`src/rtl/leb128_decoder.sv`:
```
// rtl/leb128_decoder.sv - streaming LEB128 immediate decoder (signed/unsigned, overlong detection)
module leb128_decoder #(
    parameter int WIDTH     = 64,
    parameter int MAX_BYTES = 10
) (
    input  logic             clk,
    input  logic             reset,
    input  logic [7:0]       in_byte,
    input  logic             in_valid,
    output logic             in_ready,
    input  logic             is_signed,
    output logic [WIDTH-1:0] out_value,
    output logic [3:0]       out_len,
    output logic             out_valid,
    input  logic             out_ready,
    output logic             error
);

    // Payload bits of the last permitted byte that still land inside WIDTH.
    localparam int         U       = WIDTH - 7 * (MAX_BYTES - 1);
    localparam logic [6:0] HI_MASK = 7'(7'h7f << U);

    typedef enum logic [1:0] {IDLE, ACCUM, DONE, ERR} state_t;

    state_t           state, state_n;
    logic [WIDTH-1:0] acc, acc_n, value_n;
    logic [3:0]       count, count_n, len_n;
    logic             sgn, sgn_n;

    logic             take, sgn_eff, last, final_ok;
    logic [3:0]       count_inc;
    logic [6:0]       sh_cur, sh_next;
    logic [WIDTH-1:0] acc_or, ext;

    assign in_ready  = (state == IDLE) || (state == ACCUM);
    assign out_valid = (state == DONE);
    assign error     = (state == ERR);

    assign take      = in_valid && in_ready;
    assign count_inc = count + 4'd1;
    assign sh_cur    = 7'(count) * 7'd7;
    assign sh_next   = 7'(count_inc) * 7'd7;
    assign sgn_eff   = (state == IDLE) ? is_signed : sgn;
    assign acc_or    = ((state == IDLE) ? '0 : acc) | (WIDTH'(in_byte[6:0]) << sh_cur);
    // Shift amounts at or beyond WIDTH yield zero, so a full-length value gets no extension.
    assign ext       = (sgn_eff && in_byte[6]) ? ({WIDTH{1'b1}} << sh_next) : '0;
    assign last      = (count_inc == 4'(MAX_BYTES));
    assign final_ok  = sgn_eff ? ((in_byte[6:0] & HI_MASK) == (in_byte[U-1] ? HI_MASK : 7'd0))
                               : ((in_byte[6:0] & HI_MASK) == 7'd0);

    always_ff @(posedge clk) begin
        if (!reset) begin
            state     <= IDLE;
            acc       <= '0;
            count     <= '0;
            sgn       <= 1'b0;
            out_value <= '0;
            out_len   <= '0;
        end else begin
            state     <= state_n;
            acc       <= acc_n;
            count     <= count_n;
            sgn       <= sgn_n;
            out_value <= value_n;
            out_len   <= len_n;
        end
    end

    always_comb begin
        state_n = state;
        acc_n   = acc;
        count_n = count;
        sgn_n   = sgn;
        value_n = out_value;
        len_n   = out_len;
        case (state)
            IDLE, ACCUM: begin
                if (take) begin
                    acc_n   = acc_or;
                    count_n = count_inc;
                    sgn_n   = sgn_eff;
                    if (in_byte[7]) begin
                        state_n = last ? ERR : ACCUM;
                    end else if (last && !final_ok) begin
                        state_n = ERR;
                    end else begin
                        state_n = DONE;
                        value_n = acc_or | ext;
                        len_n   = count_inc;
                    end
                end
            end
            DONE: begin
                if (out_ready) begin
                    state_n = IDLE;
                    acc_n   = '0;
                    count_n = '0;
                end
            end
            default: state_n = ERR;
        endcase
    end

endmodule

```
`config.mk`:
```
export PLATFORM = sky130hd
export DESIGN_NAME = leb128_decoder
export DESIGN_NICKNAME = d
export VERILOG_FILES = /design/src/rtl/leb128_decoder.sv
export SDC_FILE = /design/constraint.sdc
export NUM_CORES = 1
export LEC_CHECK = 0
export ABC_AREA = 0
export CELL_PAD_IN_SITES_DETAIL_PLACEMENT = 2
export CELL_PAD_IN_SITES_GLOBAL_PLACEMENT = 2
export CORE_UTILIZATION = 35
export CTS_BUF_LIST = sky130_fd_sc_hd__clkbuf_8
export DETAILED_ROUTE_END_ITERATION = 10
export GPL_TIMING_DRIVEN = 1
export PLACE_DENSITY_LB_ADDON = 0.1
export RECOVER_POWER = 100
export SYNTH_ARGS = -nofsm -noshare
export SYNTH_HDL_FRONTEND = slang
export SYNTH_SLANG_ARGS = --single-unit
```
`constraint.sdc`:
```
create_clock -name clk -period 5 [get_ports clk]
set_clock_uncertainty 0.1 [all_clocks]
set_input_delay 1.25 -clock clk [delete_from_list [all_inputs] [get_ports clk]]
set_output_delay 1.25 -clock clk [all_outputs]
set_load 0.05 [all_outputs]
```
# --- Yosys cells after proc, flatten, opt, wreduce, memory -nomap -nowiden ---
# Index checks and enable logic that the tools add are counted.
totals:
  register_bits: 139
  input_bits: 13
  word_cells: 52
classes:
  addsub: 1
  n_mul: 2
  eq_ne: 7
  shift: 2
  muxes: 17
  bitwise: 4
  n_reduce_logical: 13
op_table:
  columns: ["op", "n"]
  rows:
  - ["2-to-1 mux 64 bit", 4]
  - ["bitwise OR 64 bit", 2]
  - ["case mux 64 bit (2 select lines)", 1]
  - ["<< shifter 64 x 7 -> 64 bit (first input constant)", 1]
  - ["<< shifter 7 x 7 -> 64 bit", 1]
  - ["multiplier 4 x 3 -> 7 bit (second input constant)", 2]
  - ["2-to-1 mux 2 bit", 4]
  - ["2-to-1 mux 4 bit", 2]
  - ["case mux 4 bit (2 select lines)", 1]
  - ["equality test 7 bit", 1]
  - ["zero test 7 bit", 1]
  - ["2-to-1 mux 7 bit", 1]
  - ["adder 4 x 1 -> 4 bit (second input constant)", 1]
  - ["equality test 2 bit (second input constant)", 2]
  - ["equality test 4 bit (second input constant)", 1]
  - ["case mux 2 bit (2 select lines)", 1]
  - ["AND reduction 2 bit", 2]
  - ["AND reduction 4 bit", 1]
  - ["logical AND 1 bit", 3]
  - ["2-to-1 mux 1 bit", 3]
  - ["AND reduction 3 bit", 1]
  - ["equality test 2 x 1 -> 1 bit (second input constant)", 1]
  - ["zero test 2 bit", 1]
  - ["inequality test 2 x 1 -> 1 bit (second input constant)", 1]
  - ["6 further kinds", 7]

# --- Depth between registers and ports, before layout ---
logic_depth:
  word_depth: 9
  mapped_depth: 14
  depth_no_buf: 12

# --- Least setup slack after synthesis ---
# OpenSTA, ideal clock, no wires.
synth_timing:
  path_type: "flip-flop to flip-flop"
  start: "register count[0]"
  end: "register out_value[46]"
  setup_ps: 119
  arrival_time_ps: 3606
  setup_slack_ps: 1175
  path_stages_with_launch: 15
  n_path_buf: 2
  synth_period_minus_slack_ps: 3825
  path_cell_list: "dfxtp_1 > clkbuf_1 > inv_1 > ha_1 > xnor2_1 > xnor2_1 > ha_1 > inv_1 > fa_1 > xnor2_1 > nor2_1 > nand3_2 > clkbuf_1 > o21ai_0 > o221a_2"
synth_via:
  elab_chain_len: 5
  word_cells_on_any_way: 12
  classes_between: "1 x add/sub; 2 x mul; 1 x eq/ne; 2 x shift; 1 x mux; 3 x bitwise; 2 x reduce/logical"
synth_lines:
  columns: ["element", "line_no", "text"]
  rows:
  - ["start: declaration", "27", "logic [3:0] count, count_n, len_n;"]
  - ["start signal: assignment", "62", "count <= count_n;"]
  - ["adder 4 x 1 -> 4 bit (*)", "40", "assign count_inc = count + 4'd1;"]
  - ["named net count_inc[0]", "31", "logic [3:0] count_inc;"]
  - ["multiplier 4 x 3 -> 7 bit / equality test 4 bit (equally long branches)", "42, 47", null]
  - ["<< shifter 64 x 7 -> 64 bit / logical AND 1 bit (equally long branches)", "46, 84", null]
  - ["2-to-1 mux 64 bit / inverter 1 bit (equally long branches)", null, null]
  - ["bitwise OR 64 bit / AND reduction 4 bit (equally long branches)", null, null]
  - ["end signal: assignment", "64", "out_value <= value_n;"]
  - ["end: declaration", "12", "output logic [WIDTH-1:0] out_value,"]
# The timed path passes the listed nets; every way through them passes the cells marked *.
# A chain may end at the register's enable or synchronous reset.

# --- Worst setup path after layout ---
layout_timing:
  start: "input port in_byte[0]"
  end: "register out_value[63]"
layout_via:
  elab_chain_len: 7
  word_cells_on_any_way: 10
  classes_between: "1 x eq/ne; 1 x shift; 2 x mux; 3 x bitwise; 3 x reduce/logical"
layout_lines:
  columns: ["element", "line_no", "text"]
  rows:
  - ["start: declaration", "8", "input logic [7:0] in_byte,"]
  - ["2-to-1 mux 7 bit", "48", "assign final_ok = sgn_eff ? ((in_byte[6:0] & HI_MASK) == (in_byte[U-1] ? HI_MASK : 7'd0))"]
  - ["equality test 7 bit", "48", null]
  - ["2-to-1 mux 1 bit", "48", null]
  - ["zero test 1 bit", "84", "end else if (last && !final_ok) begin"]
  - ["logical AND 1 bit", "84", null]
  - ["inverter 1 bit (no source line)", null, null]
  - ["AND reduction 4 bit (no source line)", null, null]
# Parallel ways exist; a longest one is shown, timed or not.

==> impl_metrics.py <==
metrics = {
    "status": {
        "status": "finished, violations left",
        "violations": "DRC, capacitance limit, slew limit",
    },
    "global_routing": {
        "grt_pass1_wl_um": 42900,
        "grt_use_total": 0.298,
        "antenna_found_initial": 0,
        "grt_remaining_overflow": 0,
        "grt_max_degree": 67,
        "grt_pass1_vias": 6687,
    },
    "synth": {
        "syn_inst": 730,
        "synthArstFlopShare": 0,
        "yosysMostFrequentCell": "dfxtp_1",
        "ys.warnings.count": 0,
        "synthesis.nets": 754,
        "avgSynthCellArea_sq_um": 8.96,
        "synth_top_flop_cell": "dfxtp_1",
        "synth_largest_area_cell": "dfxtp_1",
        "synth_cell_types": 52,
        "synth_seq_cells": 139,
        "synth.area.top_cells": "dfxtp_1 (43%), a22oi_1 (7.7%), nor2_1 (5.1%)",
        "yosysTopAreaCellShare": 0.426,
        "synth-seq-area-share": 0.426,
        "netlist_area_sq_mm": 0.00654,
        "synth_edf_count": 0,
        "synth_top_cells_by_count": "dfxtp_1 (139), nor2_1 (88), a22oi_1 (67)",
    },
    "placement": {
        "globalplace.congestion": 0.876,
        "io_buffers": 83,
        "post-dp-hpwl_um": 19400,
        "placed_area_sq_mm": 0.00759,
    },
    "worst_setup_path": {
        "crit_type": "input port to flop",
        "crit_fanout": 25,
        "max_stage_delay_ns": 1.20,
        "crit_path_top_delay_cell": "and2_0",
        "critPathRequiredTime_ns": 5.17,
        "crit_path_start_kind": "input port",
        "arrival_ns": 4.76,
        "setup.worst_path.end_class": "flop",
        "cp_cell_sequence": "dlygate4sd3_1 -> clkbuf_2 -> nand4bb_1 -> a211o_1 -> o211ai_1 -> and2_0 -> buf_12 -> a311oi_1",
    },
    "timing": {
        "relSlewSlack": -0.0157,
        "slew_viol_final": 31,
        "worst_pin_slew_ns": 1.52,
        "finalCriticalPeriod_ns": 4.60,
        "finalHoldViolCount": 0,
        "clock.fmax_mhz": 218,
        "rsz0062_at_grt": "no",
        "setup-tns-final_ns": 0,
        "fin_crit_sh": 0.919,
        "finalSetupViolations": 0,
    },
    "floorplan": {
        "io_pins": 84,
        "core_area_sq_mm": 0.0181,
        "die_y_um": 139,
        "rows": 49,
        "die_area_sq_mm": 0.0192,
        "die_w_um": 139,
        "start_util": 0.360,
    },
    "hold_path": {
        "hold_path.class": "flop to flop",
    },
    "cts": {
        "cts_buffer_depth": 2,
        "htree_num_levels": 4,
        "cts.sinks": 139,
        "cts_root_buffer": "clkbuf_8",
        "cts_tree": "done",
        "post_cts_hold_buffer_count": 0,
        "path_clk_slew_ns": 0.08,
        "postCtsResizedCells": 0,
        "cts_setup_buffers": 0,
        "cts_buffers": 17,
        "insertion_delay_ns": 0.46,
    },
    "drt": {
        "dr.pass1.iters": 9,
        "drt-total-wl_um": 28300,
        "vias": 6523,
        "ant_nets": 0,
        "wire_per_inst_um": 27.8,
        "drc": 8,
        "via_per_inst": 6.41,
        "drtIter0Drc": 644,
    },
    "final_layout": {
        "final_cell_area_sq_mm": 0.00804,
        "final_core_util": 0.443,
        "antennaDiodeCount": 0,
        "area_growth_pct": 23.0,
        "drive_above_1_share": 0.120,
        "nNetsFinal": 800,
    },
    "run": {
        "cap_violations": 3,
    },
    "power": {
        "peakVddDrop_v": 0.000166,
        "leakage_nw": 3.09,
        "p_per_area_mw_per_mm2": 370,
    },
}
==> sequential cells by signal, indices dropped and copies added (netlist names), named ones only <==
name and cells:
state 1, acc 64, sgn 1, out_len 4, out_value 64, count 4
==> metal layers <==
layer / vias to the layer above / GRT usage / wire (um) / part of all wire
li1: 2911 / - / - / -
met1: 3350 / 0.413 / 13000 / 0.46
met2: 234 / 0.481 / 13200 / 0.47
met3: 28 / 0.0483 / 1630 / 0.058
met4: 0 / 0.0778 / 449 / 0.016
met5: - / 0 / 0 / 0
==> worst max-delay path, delay by kind of cell <==
| kind | cells | cell delay (ns) |
|---|---|---|
| AND/OR/NAND/NOR | 2 | 1.50 |
| buffers and inverters | 3 | 1.28 |
| AO/OA/AOI/OAI | 3 | 0.72 |
==> path summary, 6_finish.rpt <==
| path | start | to | slack [ns] | depth (start not counted) |
|---|---|---|---|---|
| hold / removal | out_len[0] | out_len[0] | 0.39 | 2 |
| setup / recovery | in_byte[0] | out_value[63] | 0.40 | 8 |
| setup reg to reg | count[0] | out_value[1] | 0.41 | 12 |
| hold reg to reg | out_len[0] | out_len[0] | 0.39 | 2 |
==> cell families (layout without fill, tap and decap cells) <==
group | count (synthesis) | count (layout) | share of synthesized area
AND/OR/NAND/NOR | 178 | 178 | 0.128
AO/OA/AOI/OAI | 292 | 292 | 0.352
adder cells (fa/ha/maj) | 11 | 11 | 0.0222
buffers and inverters | 104 | 163 | 0.0639
flip-flops | 139 | 139 | 0.426
XOR/XNOR | 6 | 6 | 0.00804
==> layout make-up <==
class / instances / area, sq um
multi-input combinational: 487 / 3350
tap: 229 / 287
fill: 1961 / 10100
clock inverter: 11 / 190
clock buffer: 21 / 289
timing repair buffer: 117 / 1090
inverter: 14 / 52.6
sequential: 139 / 2780
==> report_power, final <==
| group | internal (mW) | switching, mW |
|---|---|---|
| Sequential | 1.16 | 0.0360 |
| Combinational | 0.186 | 0.477 |
| Clock | 0.647 | 0.471 |
==> layout by cell type (no fill, tap or decap), types with 6 or more instances in the layout <==
cell type        count
dlygate4sd3_1       74
ha_1                10
a222oi_1            13
a21oi_1             41
o211ai_1             7
nand4_1              6
o221a_2             27
and2_1               9
o21ai_0             25
dfxtp_1            139
o2111ai_1           10
nand2_1             26
o211a_1             10
clkbuf_8            21
nor2_1              87
buf_4               27
a22oi_1             67
clkdlybuf4s50_1      9
inv_1               15
nand2b_1            10
nand3_1              8
a311oi_1            25
a32oi_1             32
a22o_1              11
o311ai_0             7
==> through the flow <==
stage / cells / setup slack (ns) / hold WS [ns] / power, mW
after CTS: 1018 / 0.498 / 0.397 / 3.01
after floorplan: 730 / 1.18 / 0.353 / 1.63
after global routing: 1018 / 0.154 / 0.421 / 3.08
after global placement: 986 / 0.695 / 0.350 / 1.88
final: 1018 / 0.405 / 0.388 / 2.97
after detailed placement: 986 / 0.523 / 0.377 / 1.90
Power figures use the tool's default switching activity.
==> RTL change (same settings) <==
The 4 states of `state_t` get a one-hot encoding in 4 bits.
--- a/src/rtl/leb128_decoder.sv
+++ b/src/rtl/leb128_decoder.sv
@@ -20,7 +20,7 @@
     localparam int         U       = WIDTH - 7 * (MAX_BYTES - 1);
     localparam logic [6:0] HI_MASK = 7'(7'h7f << U);
 
-    typedef enum logic [1:0] {IDLE, ACCUM, DONE, ERR} state_t;
+    typedef enum logic [3:0] {IDLE = 4'b0001, ACCUM = 4'b0010, DONE = 4'b0100, ERR = 4'b1000} state_t;
 
     state_t           state, state_n;
     logic [WIDTH-1:0] acc, acc_n, value_n;
Behaviour: no difference found for any inputs over 4 cycles, from zero or initial values and one cycle with reset low; so few cycles prove little.
==> RTL change against the unedited design <==
Largest cell class unchanged; routed wire length increased by 1.5%; die area increased by 3.7%; synthesized cell count increased by 5.9%; sequential cell count increased by 2; the flow finishes with violations (max-capacitance violations, max-slew violations); maximum frequency increased by 1.6%; synthesized area increased by 3.7%; sequential power about the same; critical endpoint is now out_value[11]$_SDFFE_PN0P_; first-iteration DRC count decreased by 35%; setup slack improved by 73 ps; total power decreased by 7.6%; cell area increased by 2.3%; via count increased by 0.87%.
==> RTL change: results (changes against the unedited design) <==
outcome=complete, but fails checks (unchanged); failing checks=max-capacitance violations, max-slew violations (was design-rule violations, max-capacitance violations, max-slew violations); Max IR drop VDD=0.182 mV (was 0.166 mV); endpoint arrival time on the critical path=4800 ps (was 4760 ps); initial drt markers=419 (was 644); met3 WL=1500 um (was 1630 um); Crit-path slowest cell=clkbuf_1 (was and2_0); NumNets Final=860 (was 800); Post-Synthesis Cells=773 (was 730); post-synth cell types=60 (was 52); Synth top cells by count=dfxtp_1 (141), o21ai_0 (78), a22oi_1 (73) (was dfxtp_1 (139), nor2_1 (88), a22oi_1 (67)); 1st-pass router iterations=6 (was 9); met2 WL=13600 um (was 13200 um); Final Wtd Congestion=0.939 (was 0.876); layout cells sized above 1=8.58% (was 12.0%); syn nets=795 (was 754); CP max stage delay=1520 ps (was 1200 ps); Sw Pwr=952 uW (was 985 uW); max-slew violations=146 (was 31); Max Cap Viol=4 (was 3); vias=6580 (was 6523); sequential area share after synthesis=41.6% (was 42.6%); drt wl/cell=25.8 um (was 27.8 um); CP max FO=47 (was 25); slew at the pin closest to its max-slew limit=2000 ps (was 1520 ps); fill count=2087 (was 1961); global-route wire length before repair=43900 um (was 42900 um)
## RTL change: cell type report
class                      instances  share of cell area, %
tap                              260                   3.95
timing repair buffer             118                   12.9
clock buffer                      18                   3.01
clock inverter                    14                   1.73
sequential                       141                   34.3
inverter                           9                  0.410
multi-input combinational        551                   43.7
## RTL change: routing by layer
layer | track usage [%] | vias up
li1 | - | 2985
met5 | 0 | -
met3 | 6.66 | 50
met2 | 49.2 | 202
met1 | 37.2 | 3343
met4 | 12.1 | 0
## RTL change: final timing paths
kind	startpoint	to	slack, ps	cells after the start
setup / recovery	reset	out_value[11]$_SDFFE_PN0P_	480	4
hold / removal	acc[27]$_SDFFE_PN0P_	out_value[27]$_SDFFE_PN0P_	410	2
setup reg to reg	count[1]$_SDFFE_PN0P_	out_value[48]$_SDFFE_PN0P_	530	14
hold reg to reg	acc[27]$_SDFFE_PN0P_	out_value[27]$_SDFFE_PN0P_	410	2
## RTL change: kinds of logic after synthesis
group,count (synthesis),synth area share (%)
compound gates,309,30.9
simple gates,214,17.6
flops,141,41.6
buf+inv,81,5.35
fa+ha+maj,10,1.92
xor+xnor,9,1.16
mux,9,1.40
## RTL change: worst max-delay path: cells and delay by family
kind | cells | cell delay (ps)
AOI/OAI and AO/OA | 2 | 720
buffers and inverters | 2 | 2810
## RTL change: metrics by stage
| stage | total power, uW | cell area [um^2] | setup WS [ps] | util, % |
|---|---|---|---|---|
| 6_report | 2750 | 8230 | 478 | 43.7 |
| 5_1_grt | 2840 | 8230 | 245 | 43.7 |
| 4_1_cts | 2780 | 8270 | 693 | 43.9 |
| 3_5_place_dp | 1850 | 7880 | 712 | 41.9 |
| 3_3_place_gp | 1840 | 7880 | 903 | 41.9 |
| 2_1_floorplan | 1580 | 6780 | 1140 | - |
## RTL change: power groups by stage
stage | clock, uW | sequential (uW) | combinational (uW)
after floorplan | 0 | 1320 | 259
final | 936 | 1190 | 621
after detailed placement | 0 | 1220 | 629
after global routing | 995 | 1200 | 651
after global placement | 0 | 1210 | 621
after CTS | 951 | 1190 | 633
